### src/rtl/i2c_target_pkg.sv
// Shared state encoding, register map constants and register read mux for the I2C target.
package i2c_target_pkg;

  typedef enum logic [3:0] {
    ST_IDLE,
    ST_ADDR,
    ST_ADDR_ACK,
    ST_PTR,
    ST_PTR_ACK,
    ST_WDATA,
    ST_WDATA_ACK,
    ST_RDATA,
    ST_RACK,
    ST_IGNORE
  } state_t;

  localparam logic [7:0] REG_TEMP_MSB = 8'h00;
  localparam logic [7:0] REG_TEMP_LSB = 8'h01;
  localparam logic [7:0] REG_CONFIG   = 8'h03;
  localparam logic [7:0] REG_ID       = 8'h0B;

  function automatic logic [7:0] regRead(input logic [7:0]  ptr,
                                         input logic [15:0] snap,
                                         input logic [7:0]  cfg,
                                         input logic [7:0]  id);
    case (ptr)
      REG_TEMP_MSB: return snap[15:8];
      REG_TEMP_LSB: return snap[7:0];
      REG_CONFIG:   return cfg;
      REG_ID:       return id;
      default:      return 8'h00;
    endcase
  endfunction

endpackage

### src/rtl/i2c_line_filter.sv
// 2-FF synchronizer for one I2C line, idling high; an optional 3-sample glitch
// filter is enabled by defining I2C_TARGET_GLITCH_FILTER_EN.
module i2c_line_filter (
  input  logic clk,
  input  logic rst,
  input  logic i_line,
  output logic o_line
);

  logic [1:0] r_sync;

  always_ff @(posedge clk or negedge rst) begin
    if (!rst) r_sync <= 2'b11;
    else      r_sync <= {r_sync[0], i_line};
  end

`ifdef I2C_TARGET_GLITCH_FILTER_EN
  logic [1:0] r_hist;
  logic       r_level;

  // A new level is accepted only once three consecutive samples agree.
  always_ff @(posedge clk or negedge rst) begin
    if (!rst) begin
      r_hist  <= 2'b11;
      r_level <= 1'b1;
    end else begin
      r_hist <= {r_hist[0], r_sync[1]};
      if ({r_hist, r_sync[1]} == 3'b000)      r_level <= 1'b0;
      else if ({r_hist, r_sync[1]} == 3'b111) r_level <= 1'b1;
    end
  end

  assign o_line = r_level;
`else
  assign o_line = r_sync[1];
`endif

endmodule

### src/rtl/i2c_target_adt.sv
// I2C target with temperature snapshot, config and ID registers behind an auto-incrementing pointer.
// Build option: I2C_TARGET_GLITCH_FILTER_EN adds a glitch filter on SCL/SDA.
module i2c_target_adt
  import i2c_target_pkg::*;
#(
  parameter logic [6:0] I2C_ADDR  = 7'h4B,
  parameter logic [7:0] DEVICE_ID = 8'hCB
) (
  input  logic        clk,
  input  logic        rst,
  input  logic        scl_i,
  input  logic        sda_i,
  output logic        sda_oe,
  input  logic [15:0] temp_in,
  output logic [7:0]  config_out,
  output logic        cfg_wr,
  output logic        busy
);

  logic w_scl, w_sda;

  i2c_line_filter u_scl_filter (.clk(clk), .rst(rst), .i_line(scl_i), .o_line(w_scl));
  i2c_line_filter u_sda_filter (.clk(clk), .rst(rst), .i_line(sda_i), .o_line(w_sda));

  state_t      r_state;
  logic [2:0]  r_bit_cnt;
  logic [7:0]  r_shift, r_ptr, r_cfg;
  logic [15:0] r_snap;
  logic        r_scl_d, r_sda_d, r_sda_oe, r_busy, r_cfg_pend, r_cfg_wr, r_ack_phase, r_rw;

  logic       w_scl_rise, w_scl_fall, w_start, w_stop, w_last_bit;
  logic [7:0] w_byte, w_rd_byte;

  assign w_scl_rise = w_scl & ~r_scl_d;
  assign w_scl_fall = ~w_scl & r_scl_d;
  assign w_start    = w_scl & r_scl_d & r_sda_d & ~w_sda;
  assign w_stop     = w_scl & r_scl_d & ~r_sda_d & w_sda;
  assign w_last_bit = (r_bit_cnt == 3'd7);
  assign w_byte     = {r_shift[6:0], w_sda};
  assign w_rd_byte  = regRead(r_ptr, r_snap, r_cfg, DEVICE_ID);

  // ACK states use r_ack_phase: the first SCL fall drives/releases, the second ends the 9th clock.
  always_ff @(posedge clk or negedge rst) begin
    if (!rst) begin
      r_state     <= ST_IDLE;
      r_bit_cnt   <= 3'd0;
      r_shift     <= 8'h00;
      r_ptr       <= 8'h00;
      r_cfg       <= 8'h00;
      r_snap      <= 16'h0000;
      r_scl_d     <= 1'b1;
      r_sda_d     <= 1'b1;
      r_sda_oe    <= 1'b0;
      r_busy      <= 1'b0;
      r_cfg_pend  <= 1'b0;
      r_cfg_wr    <= 1'b0;
      r_ack_phase <= 1'b0;
      r_rw        <= 1'b0;
    end else begin
      r_scl_d    <= w_scl;
      r_sda_d    <= w_sda;
      r_cfg_pend <= 1'b0;
      r_cfg_wr   <= r_cfg_pend;
      if (w_start) begin
        r_state     <= ST_ADDR;
        r_bit_cnt   <= 3'd0;
        r_sda_oe    <= 1'b0;
        r_busy      <= 1'b0;
        r_ack_phase <= 1'b0;
      end else if (w_stop) begin
        r_state  <= ST_IDLE;
        r_sda_oe <= 1'b0;
        r_busy   <= 1'b0;
      end else begin
        case (r_state)
          ST_ADDR, ST_PTR, ST_WDATA: begin
            if (w_scl_rise) begin
              r_shift   <= w_byte;
              r_bit_cnt <= r_bit_cnt + 3'd1;
              if (w_last_bit) begin
                r_ack_phase <= 1'b0;
                if (r_state == ST_ADDR) begin
                  r_rw    <= w_byte[0];
                  r_state <= (w_byte[7:1] == I2C_ADDR) ? ST_ADDR_ACK : ST_IGNORE;
                end else if (r_state == ST_PTR) begin
                  r_ptr   <= w_byte;
                  r_state <= ST_PTR_ACK;
                end else begin
                  r_state <= ST_WDATA_ACK;
                  if (r_ptr == REG_CONFIG) begin
                    r_cfg      <= w_byte;
                    r_cfg_pend <= 1'b1;
                  end
                end
              end
            end
          end
          ST_ADDR_ACK: begin
            if (w_scl_fall) begin
              if (!r_ack_phase) begin
                r_sda_oe    <= 1'b1;
                r_ack_phase <= 1'b1;
                r_busy      <= 1'b1;
                if (r_rw) r_snap <= temp_in;
              end else begin
                r_ack_phase <= 1'b0;
                if (r_rw) begin
                  r_state  <= ST_RDATA;
                  r_shift  <= w_rd_byte;
                  r_sda_oe <= ~w_rd_byte[7];
                end else begin
                  r_state  <= ST_PTR;
                  r_sda_oe <= 1'b0;
                end
              end
            end
          end
          ST_PTR_ACK, ST_WDATA_ACK: begin
            if (w_scl_fall) begin
              if (!r_ack_phase) begin
                r_sda_oe    <= 1'b1;
                r_ack_phase <= 1'b1;
              end else begin
                r_sda_oe    <= 1'b0;
                r_ack_phase <= 1'b0;
                r_state     <= ST_WDATA;
                if (r_state == ST_WDATA_ACK) r_ptr <= r_ptr + 8'd1;
              end
            end
          end
          ST_RDATA: begin
            if (w_scl_rise) begin
              r_bit_cnt <= r_bit_cnt + 3'd1;
              if (w_last_bit) begin
                r_state     <= ST_RACK;
                r_ptr       <= r_ptr + 8'd1;
                r_ack_phase <= 1'b0;
              end
            end else if (w_scl_fall) begin
              r_sda_oe <= ~r_shift[3'd7 - r_bit_cnt];
            end
          end
          ST_RACK: begin
            if (w_scl_fall && !r_ack_phase) begin
              r_sda_oe <= 1'b0;
            end else if (w_scl_rise && !r_ack_phase) begin
              if (w_sda) begin
                r_state <= ST_IGNORE;
                r_busy  <= 1'b0;
              end else begin
                r_ack_phase <= 1'b1;
              end
            end else if (w_scl_fall && r_ack_phase) begin
              r_ack_phase <= 1'b0;
              r_state     <= ST_RDATA;
              r_shift     <= w_rd_byte;
              r_sda_oe    <= ~w_rd_byte[7];
            end
          end
          ST_IGNORE: r_sda_oe <= 1'b0;
          ST_IDLE:   r_sda_oe <= 1'b0;
          default:   r_state  <= ST_IDLE;
        endcase
      end
    end
  end

  assign sda_oe     = r_sda_oe;
  assign config_out = r_cfg;
  assign cfg_wr     = r_cfg_wr;
  assign busy       = r_busy;

endmodule

### config.mk
export PLATFORM = sky130hd
export DESIGN_NAME = i2c_target_adt
export DESIGN_NICKNAME = d
export VERILOG_FILES = /design/src/rtl/i2c_target_pkg.sv /design/src/rtl/i2c_line_filter.sv /design/src/rtl/i2c_target_adt.sv
export SDC_FILE = /design/constraint.sdc
export NUM_CORES = 1
export LEC_CHECK = 0
export ABC_AREA = 0
export CORE_MARGIN = 2
export CORE_UTILIZATION = 40
export CTS_BUF_LIST = sky130_fd_sc_hd__clkbuf_4 sky130_fd_sc_hd__clkbuf_8 sky130_fd_sc_hd__clkbuf_16
export CTS_CLUSTER_SIZE = 10
export DETAILED_ROUTE_END_ITERATION = 12
export PLACE_DENSITY_LB_ADDON = 0.25
export SETUP_SLACK_MARGIN = 0.5
export SYNTH_ARGS = -nofsm -noshare
export SYNTH_HDL_FRONTEND = slang
export SYNTH_HIERARCHICAL = 1
export SYNTH_SLANG_ARGS = --single-unit
### constraint.sdc
create_clock -name clk -period 2.05 [get_ports clk]
set_input_delay 0.3075 -clock clk [delete_from_list [all_inputs] [get_ports clk]]
set_output_delay 0.3075 -clock clk [all_outputs]
set_load 0.01 [all_outputs]
Word level (Yosys, flattened, before mapping)
Index checks and enable logic that the tools add are counted.
- bits in latches: 0
- memories kept: 0
- RAM bits: 0
- register bits after elaboration: 59
- ROM bits: 0
- output and inout port bits: 11
- input port bits: 20
- $lt $le $gt $ge: 1
- div/mod/pow operators: 0
- shifts and indexed selects: 0
- eq/ne operators: 55
- bitwise gates (word level): 18
- $add $sub $neg: 3
- multiply operators: 0
- muxes and demuxes: 82
- reductions and logical operators: 28
- operator list (cell ; count):
    8-bit two-way mux ; 16
    4-bit two-way mux ; 16
    4-bit inequality test (second input constant) ; 15
    8-bit case mux with 3 select lines ; 2
    1-bit two-way mux ; 36
    2-bit inequality test (second input constant) ; 16
    8-bit case mux with 4 select lines ; 1
    4-bit case mux with 6 select lines ; 1
    12-bit AND reduction ; 2
    6-bit AND reduction ; 3
    4-bit by 3-bit equality test with 1-bit output (second input constant) ; 4
    8-bit AND reduction ; 2
    3-bit two-way mux ; 5
    5-bit inequality test (second input constant) ; 3
    3-bit by 1-bit inequality test with 1-bit output (second input constant) ; 4
    1-bit inverter ; 11
    10-bit AND reduction ; 1
    8-bit by 1-bit adder with 8-bit output (second input constant) ; 1
    4-bit by 2-bit equality test with 1-bit output (second input constant) ; 2
    4-bit equality test (second input constant) ; 2
    8-bit by 1-bit equality test with 1-bit output (second input constant) ; 1
    8-bit by 2-bit equality test with 1-bit output (second input constant) ; 1
    8-bit by 4-bit equality test with 1-bit output (second input constant) ; 1
    8-bit zero test ; 1
    27 further kinds ; 40

Logic depth before layout (Yosys ltp)
- depth after elaboration: 9
- mapped depth: 8

Cells and area by module
The synthesis kept the hierarchy.
- by module, submodules not included (module ; area an instance (um^2) ; times used ; cells an instance ; seq. area each (um^2)):
    i2c_target_adt ; 3245.6 ; 1 ; 307 ; 1378.8
    i2c_line_filter ; 52.6 ; 2 ; 2 ; 52.6

Least setup slack after synthesis
Ideal clock, no wire load.
- kind: register to register
- from: reg r_state[1]
- to: reg r_state[0]
- setup slack: 0.089 ns
- data arrival time: 1.834 ns
- cell stages (with the launch flop): 7
- library setup time: 0.128 ns
- required time: 1.922 ns
- path buffers: 1
- path through: dfrtp_1 > buf_6 > or4b_4 > o22ai_2 > a32oi_1 > o22ai_2 > mux2_1
- word-level cells in the longest chain between the ends: 7
- elaborated cells on any way between the ends: 32
- RTL lines (element ; RTL line ; source):
    from (decl) ; i2c_target_adt.sv:25 ; state_t r_state;
    from (signal assigned) ; i2c_target_adt.sv:84 ; r_state <= (w_byte[7:1] == I2C_ADDR) ? ST_ADDR_ACK : ST_IGNORE;
    4-bit by 1-bit equality test with 1-bit output ; i2c_target_adt.sv:75, i2c_target_adt.sv:82 ;
    4-bit two-way mux ; i2c_target_adt.sv:82 ; if (r_state == ST_ADDR) begin
    4-bit two-way mux ; i2c_target_adt.sv:80 ; if (w_last_bit) begin
    4-bit two-way mux ; i2c_target_adt.sv:77 ; if (w_scl_rise) begin
    4-bit case mux with 6 select lines ; i2c_target_adt.sv:75 ; case (r_state)
    4-bit two-way mux ; i2c_target_adt.sv:70 ; end else if (w_stop) begin
    4-bit two-way mux ; i2c_target_adt.sv:64 ; if (w_start) begin
Several ways; a longest one is shown, not always the timed one. The select of a mux whose other input is x is not followed.
A chain may end at the register's enable or synchronous reset.

Worst setup path after layout
- from: reg r_state[0]
- to: reg r_state[0]
Same word-level chain as after synthesis.

==> results.ini <==
[yosys]
ys_seq_area_share_pct = 44.29
yosys_register_bits = 59
ys_async_sr_fraction_pct = 100.0
synth_edf_count = 0
postSynthCellCount = 311
yosysUniqueCellTypes = 54
yosysWarnings = 6
synth_area_leaders = dfrtp_1, mux2_2, dfstp_2, mux2_4, o21ai_0
synth_top_area_share_pct = 39.58
synth_top_cell_by_area = dfrtp_1
synth_top_flop_cell = dfrtp_1
synth_fp_nets = 336
synth_area_per_cell_sq_um = 10.77
synth.cell_area_sq_um = 3351

[finish]
diodes = 0
fill_cells = 679
nNetsFinal = 420
area_growth_pct = 39.62
layout-drive-gt1-share_pct = 42.75
final_area_sq_um = 4678

[worst_setup_path]
cp.arrival_ps = 2190
cp_top_family = simple AND/OR/NAND/NOR gates
start_kind = flop
max_stage_delay_ps = 580
cp_cell_sequence = or4b_4 > o22ai_4 > a32oi_2 > o22ai_2 > buf_6 > mux2_4
cpMaxStageDelayCell = or4b_4
critical_path_class = flop to flop
cp_max_fo = 5
path_buf_inv = 1
crit_path_end_kind = flop
crit_required_ps = 2270

[clock_network]
cts_buffers = 9
htreeDepth = 3
clockRootBuffer = clkbuf_8
tritoncts = built
clkLatencyLatePin_ps = 340
clock_path_buffers = 2
cts_sinks = 59
clk_pin_slew_ps = 70

[placed_design]
hpwl_microns = 6016
routabilityCongestion = 0.9122
placed_area_sq_um = 4050
io_buffers = 30

[global_routing]
grt_max_degree = 60
grt_pass1_vias = 2901
grt_overflow = 0
grt_first_pass_wirelength_microns = 14780
antenna_found_initial = 0
grt_usage_pct = 21.35

[pwr]
power_switching_mw = 1.468
p_int_mw = 2.783
power_frac_comb_pct = 41.1
p_leak_nw = 2.093
power_density_nw_per_um2 = 908.6
swShare_pct = 34.53
max-vdd-ir-drop_v = 0.0005867
seq_power_share_pct = 36.9
finalPower_mw = 4.250
clkPwrFrac_pct = 22.0

[sta]
tightest_slew_ps = 454.9
finalSetupViolCount = 0
min_period_ps = 1971
finalCritPeriodShare_pct = 96.14
skew_ps = 8.110
maxSlewHeadroom_pct = 69.35
fmax_ghz = 0.5074
drv_slew = 0
hold_viol = 0
tns_ps = 0
rsz0062_at_grt = yes

[die]
io_pins = 31
die_w_microns = 95.53
die_h_microns = 95.53
die_area_sq_um = 9125
start_util_pct = 40.99
rows = 33
core-area_sq_um = 8175

[routing]
drt_iter0_markers = 186
dr.pass1.iters = 5
drc = 0
num_vias = 2861
ant_nets = 0
routed_wl_microns = 9097
wire_per_inst_microns = 18.01
via_per_inst = 5.665

[outcome]
status = finished clean

[flow_run]
max_cap_violations = 0

[hold_path]
hold_path_class = flop to flop

-- stage by stage --
stage	std cells	worst slack [ps]	hold slack [ps]	util [%]
finish	505	79.21	356.8	57.22
global route	505	4.545	360.0	57.22
detailed placement	461	26.93	340.3	49.54
global placement	461	66.15	336.2	49.54
floorplan	311	134.3	11.91	-
CTS	501	78.94	358.1	55.42
-- cells in the mapped netlist (2+ instances only) --
cell type / number
a211oi_1: 3
a21oi_1: 21
a222oi_1: 4
a22o_1: 4
a22oi_1: 5
a31oi_1: 5
and2_1: 2
and2b_2: 3
and3_1: 2
buf_6: 3
clkbuf_1: 9
clkbuf_8: 6
dfrtp_1: 53
dfstp_2: 6
ha_1: 5
inv_1: 4
mux2_1: 9
mux2_2: 21
mux2_4: 10
mux2i_1: 2
mux4_2: 2
nand2_1: 20
nand2b_1: 10
nand3_1: 17
nand3b_1: 2
nor2_1: 15
nor2b_1: 3
nor3_1: 6
nor3b_1: 3
o21a_1: 2
o21ai_0: 23
o22ai_1: 3
o22ai_2: 2
o32ai_1: 2
o41ai_1: 4
xor2_1: 2
-- sequential cells by signal (all words and copies together) (netlist names) --
name	cells
r_snap	16
config_out	8
r_ptr	8
r_shift	8
r_state	4
r_bit_cnt	3
u_scl_filter/r_sync	2
u_sda_filter/r_sync	2
busy	1
cfg_wr	1
r_ack_phase	1
r_cfg_pend	1
r_rw	1
r_scl_d	1
r_sda_d	1
sda_oe	1
-- cells in the final DEF (no fill, tap or decap), types with 3 or more instances in the layout --
| master | synthesis | layout |
|---|---|---|
| o21ai_0 | 23 | 22 |
| nand2_2 | 1 | 3 |
| buf_6 | 3 | 12 |
| nand2b_1 | 10 | 8 |
| buf_4 | 0 | 43 |
| mux2_2 | 21 | 10 |
| dlygate4sd2_1 | 0 | 9 |
| a22oi_1 | 5 | 5 |
| dfrtp_2 | 0 | 5 |
| nor2_1 | 15 | 12 |
| o41ai_1 | 4 | 3 |
| a21oi_2 | 0 | 3 |
| nand3_1 | 17 | 14 |
| buf_12 | 0 | 6 |
| mux2_4 | 10 | 25 |
| a31oi_1 | 5 | 4 |
| o22ai_1 | 3 | 3 |
| nor3_1 | 6 | 4 |
| clkdlybuf4s50_1 | 0 | 18 |
| clkbuf_8 | 6 | 9 |
| a21oi_1 | 21 | 16 |
| mux2_1 | 9 | 5 |
| nor2_2 | 0 | 3 |
| nand2_1 | 20 | 18 |
| ha_4 | 0 | 3 |
| and2b_2 | 3 | 3 |
| dfrtp_1 | 53 | 48 |
| nor3_4 | 0 | 3 |
| a222oi_1 | 4 | 4 |
| clkinv_2 | 0 | 3 |
| dfstp_2 | 6 | 6 |
| inv_1 | 4 | 4 |
| a22o_1 | 4 | 4 |
-- power groups by stage --
stage | logic (mW) | clock network [mW] | registers [mW]
4_1_cts | 1.66 | 0.946 | 1.56
5_1_grt | 1.88 | 1.02 | 1.59
6_report | 1.75 | 0.935 | 1.57
2_1_floorplan | 0.999 | 0 | 1.49
3_3_place_gp | 1.36 | 0 | 1.58
3_5_place_dp | 1.36 | 0 | 1.59
-- per-layer routing --
metal	track usage [%]	wire [microns]	up-vias
li1	-	-	1341
met1	30.75	4293	1415
met2	32.23	4195	88
met3	4.348	437	17
met4	6.786	170	0
met5	0	0	-
-- final timing paths --
check	cells after the start	endpoint	startpoint	slack [ps]
worst max-delay path	6	r_state[0]$_DFFE_PN0P_	r_state[0]$_DFFE_PN0P_	80
worst min-delay path	0	u_scl_filter/r_sync[1]$_DFF_PN1_	u_scl_filter/r_sync[0]$_DFF_PN1_	360
worst max register to register	6	r_state[0]$_DFFE_PN0P_	r_state[0]$_DFFE_PN0P_	80
worst min register to register	0	u_scl_filter/r_sync[1]$_DFF_PN1_	u_scl_filter/r_sync[0]$_DFF_PN1_	360
max in group asynchronous	3	r_sda_d$_DFF_PN1_	rst	1230
min in group asynchronous	3	r_snap[3]$_DFFE_PN0P_	rst	500
-- cell families after synthesis --
family | count (synthesis) | synth area share [%]
compound gates | 86 | 17.06
mux | 44 | 16.50
flops | 59 | 44.29
fa+ha+maj | 5 | 1.867
simple gates | 92 | 14.68
xor+xnor | 2 | 0.5229
buf+inv | 23 | 5.078
-- timing repair --
| item | 4_1_cts | 5_1_grt |
|---|---|---|
| hold buffers | 1 | 0 |
| endpoints found under the hold margin | 53 | 0 |
| endpoints found under the setup margin | 57 | 51 |
| pin swaps | 11 | 4 |
| gates resized for setup | 47 | 28 |
| buffers inserted | 22 | 4 |
| gates cloned | 1 | 0 |
-- cell type report --
type,instances,area [sq um],share of cell area [%]
Clock inverter,5,30.03,0.6419
Clock buffer,11,138.9,2.969
Inverter,4,15.01,0.3209
Multi-Input combinational cell,229,1996,42.66
Tap cell,105,131.4,2.808
Sequential cell,59,1490,31.85
Timing Repair Buffer,92,877.1,18.75
No activity file was read; power rests on OpenSTA's default activity.
